$ cat src/rtl/mul_ctrl_if.sv
// Bundles the execute-stage M-op handshake with the iterative multiplier link.
// The slave modport is the controller; master is the pipeline plus multiplier.
interface mul_ctrl_if;
  logic        req;
  logic [2:0]  funct3;
  logic [31:0] rs1;
  logic [31:0] rs2;
  logic        stall;
  logic        resp;
  logic [31:0] rd_data;
  logic        mul_start;
  logic [31:0] mul_a;
  logic [31:0] mul_b;
  logic [63:0] mul_product;
  logic        mul_resp;

  modport slave (
    input  req, funct3, rs1, rs2, mul_product, mul_resp,
    output stall, resp, rd_data, mul_start, mul_a, mul_b
  );

  modport master (
    output req, funct3, rs1, rs2, mul_product, mul_resp,
    input  stall, resp, rd_data, mul_start, mul_a, mul_b
  );
endinterface

$ cat src/rtl/mul_ctrl.sv
// RV32 M-extension multiply sequencer: sign handling around an unsigned
// iterative multiplier, with a single-entry last-product reuse cache.
module mul_ctrl #(
  parameter int unsigned CACHE_EN = 1
) (
  input  logic      clk,
  input  logic      rst,
  mul_ctrl_if.slave bus
);

  typedef enum logic [2:0] {
    IDLE,
    ISSUE,
    WAIT,
    FIX,
    RESP
  } state_t;

  state_t state_q, state_d;

  logic [31:0] mag_a_q, mag_b_q;
  logic        neg_q, hi_q;
  logic [63:0] prod_q;
  logic [31:0] res_q;
  logic        cvld_q;
  logic [31:0] ctag_a_q, ctag_b_q;
  logic [63:0] cprod_q;

  logic        accept;
  logic        sgn_a, sgn_b;
  logic [31:0] mag_a_c, mag_b_c;
  logic        neg_c;
  logic        hit_c;
  logic [63:0] prod_fix;

  assign accept  = bus.req & ~bus.funct3[2];
  assign sgn_a   = (bus.funct3[1:0] == 2'b01) | (bus.funct3[1:0] == 2'b10);
  assign sgn_b   = (bus.funct3[1:0] == 2'b01);
  assign mag_a_c = (sgn_a & bus.rs1[31]) ? (~bus.rs1 + 32'd1) : bus.rs1;
  assign mag_b_c = (sgn_b & bus.rs2[31]) ? (~bus.rs2 + 32'd1) : bus.rs2;
  assign neg_c   = (sgn_a & bus.rs1[31]) ^ (sgn_b & bus.rs2[31]);

  // Tags hold magnitudes, so a hit is valid across any signedness mix.
  assign hit_c = (CACHE_EN != 0) && cvld_q &&
                 (mag_a_c == ctag_a_q) && (mag_b_c == ctag_b_q);

  assign prod_fix = neg_q ? (~prod_q + 64'd1) : prod_q;

  always_ff @(posedge clk or negedge rst) begin
    if (!rst) state_q <= IDLE;
    else      state_q <= state_d;
  end

  always_comb begin
    state_d       = state_q;
    bus.stall     = 1'b0;
    bus.resp      = 1'b0;
    bus.rd_data   = '0;
    bus.mul_start = 1'b0;
    case (state_q)
      IDLE:    if (accept) state_d = hit_c ? FIX : ISSUE;
      ISSUE: begin
        bus.mul_start = 1'b1;
        state_d       = WAIT;
      end
      WAIT:    if (bus.mul_resp) state_d = FIX;
      FIX:     state_d = RESP;
      RESP: begin
        bus.resp    = 1'b1;
        bus.rd_data = res_q;
        state_d     = IDLE;
      end
      default: state_d = IDLE;
    endcase
    // Gated by rst so the hold drops the moment reset asserts.
    bus.stall = rst & accept & (state_q != RESP);
  end

  always_ff @(posedge clk or negedge rst) begin
    if (!rst) begin
      mag_a_q  <= '0;
      mag_b_q  <= '0;
      neg_q    <= 1'b0;
      hi_q     <= 1'b0;
      prod_q   <= '0;
      res_q    <= '0;
      cvld_q   <= 1'b0;
      ctag_a_q <= '0;
      ctag_b_q <= '0;
      cprod_q  <= '0;
    end else begin
      case (state_q)
        IDLE: if (accept) begin
          mag_a_q <= mag_a_c;
          mag_b_q <= mag_b_c;
          neg_q   <= neg_c;
          hi_q    <= (bus.funct3[1:0] != 2'b00);
          if (hit_c) prod_q <= cprod_q;
        end
        WAIT: if (bus.mul_resp) begin
          prod_q   <= bus.mul_product;
          cvld_q   <= 1'b1;
          ctag_a_q <= mag_a_q;
          ctag_b_q <= mag_b_q;
          cprod_q  <= bus.mul_product;
        end
        FIX:  res_q <= hi_q ? prod_fix[63:32] : prod_fix[31:0];
        default: ;
      endcase
    end
  end

  assign bus.mul_a = mag_a_q;
  assign bus.mul_b = mag_b_q;

endmodule

$ cat src/flat_wrapper.sv
// flat-port wrapper written by rule: the top's interface ports become plain ports
module mul_ctrl_flat 
#(
  parameter int unsigned CACHE_EN = 1
)
  (clk, rst, bus_req, bus_funct3, bus_rs1, bus_rs2, bus_mul_product, bus_mul_resp, bus_stall, bus_resp, bus_rd_data, bus_mul_start, bus_mul_a, bus_mul_b);
  mul_ctrl_if bus_i ();
  input  logic clk;
  input  logic rst;
  input wire logic [$bits(bus_i.req)-1:0] bus_req;
  input wire logic [$bits(bus_i.funct3)-1:0] bus_funct3;
  input wire logic [$bits(bus_i.rs1)-1:0] bus_rs1;
  input wire logic [$bits(bus_i.rs2)-1:0] bus_rs2;
  input wire logic [$bits(bus_i.mul_product)-1:0] bus_mul_product;
  input wire logic [$bits(bus_i.mul_resp)-1:0] bus_mul_resp;
  output wire logic [$bits(bus_i.stall)-1:0] bus_stall;
  output wire logic [$bits(bus_i.resp)-1:0] bus_resp;
  output wire logic [$bits(bus_i.rd_data)-1:0] bus_rd_data;
  output wire logic [$bits(bus_i.mul_start)-1:0] bus_mul_start;
  output wire logic [$bits(bus_i.mul_a)-1:0] bus_mul_a;
  output wire logic [$bits(bus_i.mul_b)-1:0] bus_mul_b;
  assign bus_i.req = bus_req;
  assign bus_i.funct3 = bus_funct3;
  assign bus_i.rs1 = bus_rs1;
  assign bus_i.rs2 = bus_rs2;
  assign bus_i.mul_product = bus_mul_product;
  assign bus_i.mul_resp = bus_mul_resp;
  assign bus_stall = bus_i.stall;
  assign bus_resp = bus_i.resp;
  assign bus_rd_data = bus_i.rd_data;
  assign bus_mul_start = bus_i.mul_start;
  assign bus_mul_a = bus_i.mul_a;
  assign bus_mul_b = bus_i.mul_b;
  mul_ctrl #(.CACHE_EN(CACHE_EN)) u_core (.clk(clk), .rst(rst), .bus(bus_i));
endmodule
$ cat config.mk
export PLATFORM = sky130hd
export DESIGN_NAME = mul_ctrl_flat
export DESIGN_NICKNAME = d
export VERILOG_FILES = /design/src/rtl/mul_ctrl_if.sv /design/src/rtl/mul_ctrl.sv /design/src/flat_wrapper.sv
export SDC_FILE = /design/constraint.sdc
export NUM_CORES = 1
export LEC_CHECK = 0
export CELL_PAD_IN_SITES_DETAIL_PLACEMENT = 1
export CELL_PAD_IN_SITES_GLOBAL_PLACEMENT = 2
export CORE_ASPECT_RATIO = 0.5
export CORE_MARGIN = 2
export CORE_UTILIZATION = 37
export CTS_CLUSTER_SIZE = 24
export DETAILED_ROUTE_END_ITERATION = 7
export PLACE_DENSITY_LB_ADDON = 0.3
export SYNTH_ARGS = -nofsm -noshare
export SYNTH_HDL_FRONTEND = slang
export SYNTH_SLANG_ARGS = --single-unit
$ cat constraint.sdc
create_clock -name clk -period 7.5 [get_ports clk]
set_clock_uncertainty 0.05 [all_clocks]
set_input_delay 1.5 -clock clk [delete_from_list [all_inputs] [get_ports clk]]
set_output_delay 1.5 -clock clk [all_outputs]
set_load 0.1 [all_outputs]
### Yosys cells after proc, flatten, opt, wreduce, memory -nomap -nowiden

Index checks and enable logic that the tools add are counted.

| operators by class | value |
|---|---|
| add/sub/neg operators | 3 |
| equality and inequality tests | 12 |
| muxes and demuxes | 15 |
| bitwise gates (word level) | 11 |
| reductions and logical operators | 9 |

Operator list:

| cell | count |
|---|---|
| 64-bit two-way mux | 4 |
| 32-bit two-way mux | 4 |
| 64-bit case mux with 2 select lines | 1 |
| 32-bit by 1-bit adder with 32-bit output, second input constant | 2 |
| 64-bit by 1-bit adder with 64-bit output, second input constant | 1 |
| 32-bit == test | 2 |
| 32-bit NOT | 2 |
| 64-bit NOT | 1 |
| 3-bit case mux with 4 select lines | 1 |
| 3-bit by 2-bit == test with 1-bit output, second input constant | 2 |
| 3-bit two-way mux | 2 |
| 2-bit AND reduction | 3 |
| 1-bit bitwise AND | 5 |
| 2-bit by 1-bit != test with 1-bit output, second input constant | 2 |
| 4-bit AND reduction | 1 |
| 2-bit nonzero test | 2 |
| 3-bit by 1-bit == test with 1-bit output, second input constant | 1 |
| 3-bit == test, second input constant | 1 |
| 3-bit zero test | 1 |
| 3-bit != test, second input constant | 1 |
| 2-bit by 1-bit == test with 1-bit output, second input constant | 1 |
| 2-bit == test, second input constant | 1 |
| 1-bit logical AND | 2 |
| 1-bit two-way mux | 2 |
| other kinds (5) | 5 |

| storage, ports and cells | value |
|---|---|
| register bits | 294 |
| input bits | 135 |
| word-level logic and storage cells | 61 |

### Longest topological paths before layout

| depth | value |
|---|---|
| word-level depth | 10 |
| mapped depth | 17 |
| gate-level depth less buffers | 11 |

### Least setup slack after synthesis

OpenSTA, ideal clock, no wires.

| timing path | value |
|---|---|
| path kind | input to output |
| from | in bus_funct3[2] |
| to | out bus_stall |
| data arrival time | 3864 ps |
| required time | 5950 ps |
| path slack | 2086 ps |
| stages | 2 |
| path through | nand2b_1 > nor3b_1 |

| between the ends | value |
|---|---|
| word-level cells in the longest chain between the ends | 4 |

RTL lines:

| item | RTL line | source |
|---|---|---|
| start, declared | flat_wrapper.sv:11 | `input wire logic [$bits(bus_i.funct3)-1:0] bus_funct3;` |
| 1-bit NOT | mul_ctrl.sv:36 | `assign accept = bus.req & ~bus.funct3[2];` |
| 1-bit bitwise AND | mul_ctrl.sv:36 |  |
| 1-bit bitwise AND (2 in a row) | mul_ctrl.sv:76 | `bus.stall = rst & accept & (state_q != RESP);` |
| end, declared | flat_wrapper.sv:16 | `output wire logic [$bits(bus_i.stall)-1:0] bus_stall;` |

Every way passes these cells.

### Final worst setup path

| timing path | value |
|---|---|
| from | in bus_rs2[4] |
| to | reg u_core.prod_q[63] |

| between the ends | value |
|---|---|
| word-level cells in the longest chain between the ends | 7 |

RTL lines:

| item | RTL line | source |
|---|---|---|
| start, declared | flat_wrapper.sv:13 | `input wire logic [$bits(bus_i.rs2)-1:0] bus_rs2;` |
| 32-bit NOT | mul_ctrl.sv:40 | `assign mag_b_c = (sgn_b & bus.rs2[31]) ? (~bus.rs2 + 32'd1) : bus.rs2;` |
| 32-bit by 1-bit adder with 32-bit output | mul_ctrl.sv:40 |  |
| 32-bit two-way mux (*) | mul_ctrl.sv:40 |  |
| 32-bit == test (*) | mul_ctrl.sv:45 | `(mag_a_c == ctag_a_q) && (mag_b_c == ctag_b_q);` |
| 1-bit logical AND (*) | mul_ctrl.sv:45 |  |
| 2-bit by 1-bit != test with 1-bit output (no source line) (*) | - |  |
| 4-bit AND reduction (no source line) (*) | - |  |
| end signal, assigned | mul_ctrl.sv:98 | `if (hit_c) prod_q <= cprod_q;` |
| end signal, assigned | mul_ctrl.sv:101 | `prod_q <= bus.mul_product;` |
| end, declared | mul_ctrl.sv:23 | `logic [63:0] prod_q;` |

Every way passes the cells marked *; elsewhere a longest branch is shown, timed or not.
A chain may end at the register's enable or synchronous reset.

==> flow_metrics.env <==
export IMPL_clkLatencyLatePin_ns=0.62
export IMPL_clockBufferDepth=3
export IMPL_fin_crit_sh_pct=83.6
export IMPL_rsz0062_at_grt="no"
export IMPL_utilization_pct=45.5
export IMPL_critPathTopFamily="simple AND/OR/NAND/NOR gates"
export IMPL_critPathRequiredTime_ns=7.92
export IMPL_critPathCaptureType="flip-flop"
export IMPL_finalHoldViolCount=0
export IMPL_cts_sinks=294
export IMPL_final_nets=2296
export IMPL_synth_top_family_by_area="simple AND/OR/NAND/NOR gates"
export IMPL_clkTransAtPathRegs_ns=0.07
export IMPL_drive_above_1_share_pct=5.24
export IMPL_crit_buf_inv=2
export IMPL_dieWidth_um=315
export IMPL_slowest_stage="nor3_1"
export IMPL_power_density_nw_per_um2=426
export IMPL_synth_xor_area_share_pct=8.63
export IMPL_period_needed_ns=6.27
export IMPL_area_growth_pct=20.2
export IMPL_drc_errors=0
export IMPL_ctsResizeCount=0
export IMPL_synthAdderAreaFrac_pct=0.350
export IMPL_syn_nets=2149
export IMPL_dieArea_um2=50300
export IMPL_cts_buffers=29
export IMPL_ys_async_sr_fraction_pct=100
export IMPL_boundaryPins=234
export IMPL_ant_nets=0
export IMPL_worst_pin_slew_ns=1.12
export IMPL_cts_setup_buffers=0
export IMPL_fin_ws_ns=1.23
export IMPL_first_pass_iters=5
export IMPL_syn_inst=2009
export IMPL_r2r_slack_ns=3.37
export IMPL_path_class="in -> reg"
export IMPL_grt_pass1_wl_um=98200
export IMPL_ys_warn_count=0
export IMPL_critical_path_arrival_ns=6.69
export IMPL_grt_antenna_before_repair=0
export IMPL_ctsHoldBuffers=0
export IMPL_grt_use_total_pct=24.8
export IMPL_synth_top_flop_cell="dfrtp_1"
export IMPL_fmax_mhz=160
export IMPL_routed_via_density=5.66
export IMPL_drt_iter0_markers=1410
export IMPL_cts_tree="yes"
export IMPL_synth_compound_area_share_pct=18.8
export IMPL_outcome="finished, final reports clean"
export IMPL_netlist_area_um2=17900
export IMPL_wirelength_um=62900
export IMPL_synth_mux_area_fraction_pct=1.16
export IMPL_fin_area_um2=21500
export IMPL_root_buffer="clkbuf_16"
export IMPL_gp_congestion=0.900
export IMPL_port_buffers=233
export IMPL_fill_cells=5468
export IMPL_synth_enable_flop_cells=0
export IMPL_placed_cell_area_um2=20500
export IMPL_drv_slew=0
export IMPL_wl_per_cell_um=22.4
export IMPL_finalSetupViolations=0
export IMPL_rows=56
export IMPL_slew_headroom_pct=24.6
export IMPL_grt_pass1_vias=16134
export IMPL_syn_avg_cell_area_um2=8.91
export IMPL_grt_max_degree=76
export IMPL_power_mw=9.16
export IMPL_ys_ff_latch=294
export IMPL_die_h_um=160
export IMPL_cpPeakStageDelay_ns=0.98
export IMPL_tns_ns=0
export IMPL_yosys_cell_types_count=91
export IMPL_startpoint_type="input port"
export IMPL_irDropWorstVdd_uv=318
export IMPL_pre_cts_ws_ns=0.759
export IMPL_core_um2=47300
export IMPL_crit_chain="clkdlybuf4s50_1, nor3_1, nand4_2, o31ai_2, xnor3_1, or4_1, nor4_1, nand4_1, or3_2, buf_4, a221o_2"
export IMPL_grt_overflow=0
export IMPL_synthSimpleGateAreaFrac_pct=25.2
export IMPL_power_leakage_nw=9.27
export IMPL_synth_seq_area_share_pct=41.1
export IMPL_initial_core_util_pct=37.8
export IMPL_dpl_hpwl_um=45800
export IMPL_antenna_cells=0
export IMPL_h_tree_depth=1
export IMPL_dr_total_vias=15908
export IMPL_hp_class="reg -> reg"
export IMPL_cap_violations=0
export IMPL_worstPathMaxFanout=64
## worst paths after layout
| kind | end | start | cells past startpoint |
|---|---|---|---|
| worst max-delay path | u_core.prod_q[63]$_DFFE_PN0P_ | bus_rs2[4] | 11 |
| worst min-delay path | u_core.res_q[17]$_DFFE_PN0P_ | u_core.res_q[17]$_DFFE_PN0P_ | 2 |
| worst max register to register | u_core.res_q[31]$_DFFE_PN0P_ | u_core.prod_q[12]$_DFFE_PN0P_ | 9 |
| worst min register to register | u_core.res_q[17]$_DFFE_PN0P_ | u_core.res_q[17]$_DFFE_PN0P_ | 2 |
| max in group asynchronous | u_core.hi_q$_DFFE_PN0P_ | rst | 2 |
| min in group asynchronous | u_core.bus.mul_a[17]$_DFFE_PN0P_ | rst | 1 |
## area by class of cell
cell class | instances | area (um^2) | area share [%]
multi-input cells | 1543 | 9720 | 45.2
flip-flops and latches | 294 | 7360 | 34.2
inverters | 27 | 101 | 0.471
clock buffers | 42 | 835 | 3.88
repair buffers | 261 | 2560 | 11.9
clock inverters | 8 | 136 | 0.634
well taps | 638 | 798 | 3.71
## metrics by stage
step                instances  hold WS [ns]
floorplan                2009         0.388
global placement         2763         0.404
detailed placement       2763         0.414
global route             2813         0.442
finish                   2813         0.422
CTS                      2813         0.429
## cell usage after synthesis, drive strengths merged, types with 10 or more instances
library cell,n,area share [%]
nand2,343,7.2
dfrtp,294,41
and2,162,5.7
o21ai,151,4.2
clkbuf,111,2.6
xnor2,107,5.2
nor2,76,1.6
a21o,71,3.0
a221o,65,3.7
xor2,59,2.9
a21oi,55,1.5
nor3,50,1.4
nor4,41,1.7
nand3,38,1.1
buf,34,1.6
nand4,31,1.2
o31ai,29,1.2
inv,27,0.57
or4,22,0.94
nand2b,17,0.59
or3,16,0.57
mux2i,14,0.78
and3,13,0.45
o41ai,13,0.64
a211oi,10,0.42
## state kept, by name, summed over array words and instances, names as in the netlist
signal and flops:
u_core.cprod_q 64, u_core.prod_q 64, u_core.bus.mul_a 32, u_core.bus.mul_b 32
u_core.ctag_a_q 32, u_core.ctag_b_q 32, u_core.res_q 32, u_core.state_q 3
u_core.cvld_q 1, u_core.hi_q 1, u_core.neg_q 1
## kinds of logic (layout without fill, tap and decap cells)
kind of cell / count (synthesis) / count (layout)
buffers and inverters: 172 / 338
AOI/OAI and AO/OA: 479 / 479
muxes: 19 / 19
xor gates and xnor gates: 170 / 170
DFF: 294 / 294
and+or+nand+nor: 870 / 870
adders and majority gates: 5 / 5
## power by group
group / internal [mW] / leakage [nW] / switching (mW)
Sequential: 2.30 / 3.70 / 0.772
Clock: 0.875 / 0.473 / 0.677
Combinational: 1.55 / 5.10 / 2.98
Total: 4.73 / 9.27 / 4.43
## placed cells by master, fill, tap and decap left out, drive strengths merged, types with 50 or more instances in the layout
| master | n |
|---|---|
| nor2 | 76 |
| a21oi | 55 |
| clkdlybuf4s50 | 232 |
| nand2 | 343 |
| nor3 | 50 |
| o21ai | 151 |
| dfrtp | 294 |
| xnor2 | 107 |
| xor2 | 59 |
| a21o | 71 |
| a221o | 65 |
| and2 | 162 |
## metal layers
metal	vias to the layer above	GRT usage (%)	part of all wire (%)
met4	0	5.95	2.4
met2	387	40.3	46
met3	86	3.97	4.9
li1	7437	-	-
met5	-	0	0
met1	7998	34.6	46
## tightest hold or removal path: stages (launching register included)
cell and delay [ns]:
dfrtp_1 0.33, nand2_1 0.05, o21ai_0 0.06
No activity file was read; power rests on OpenSTA's default activity.
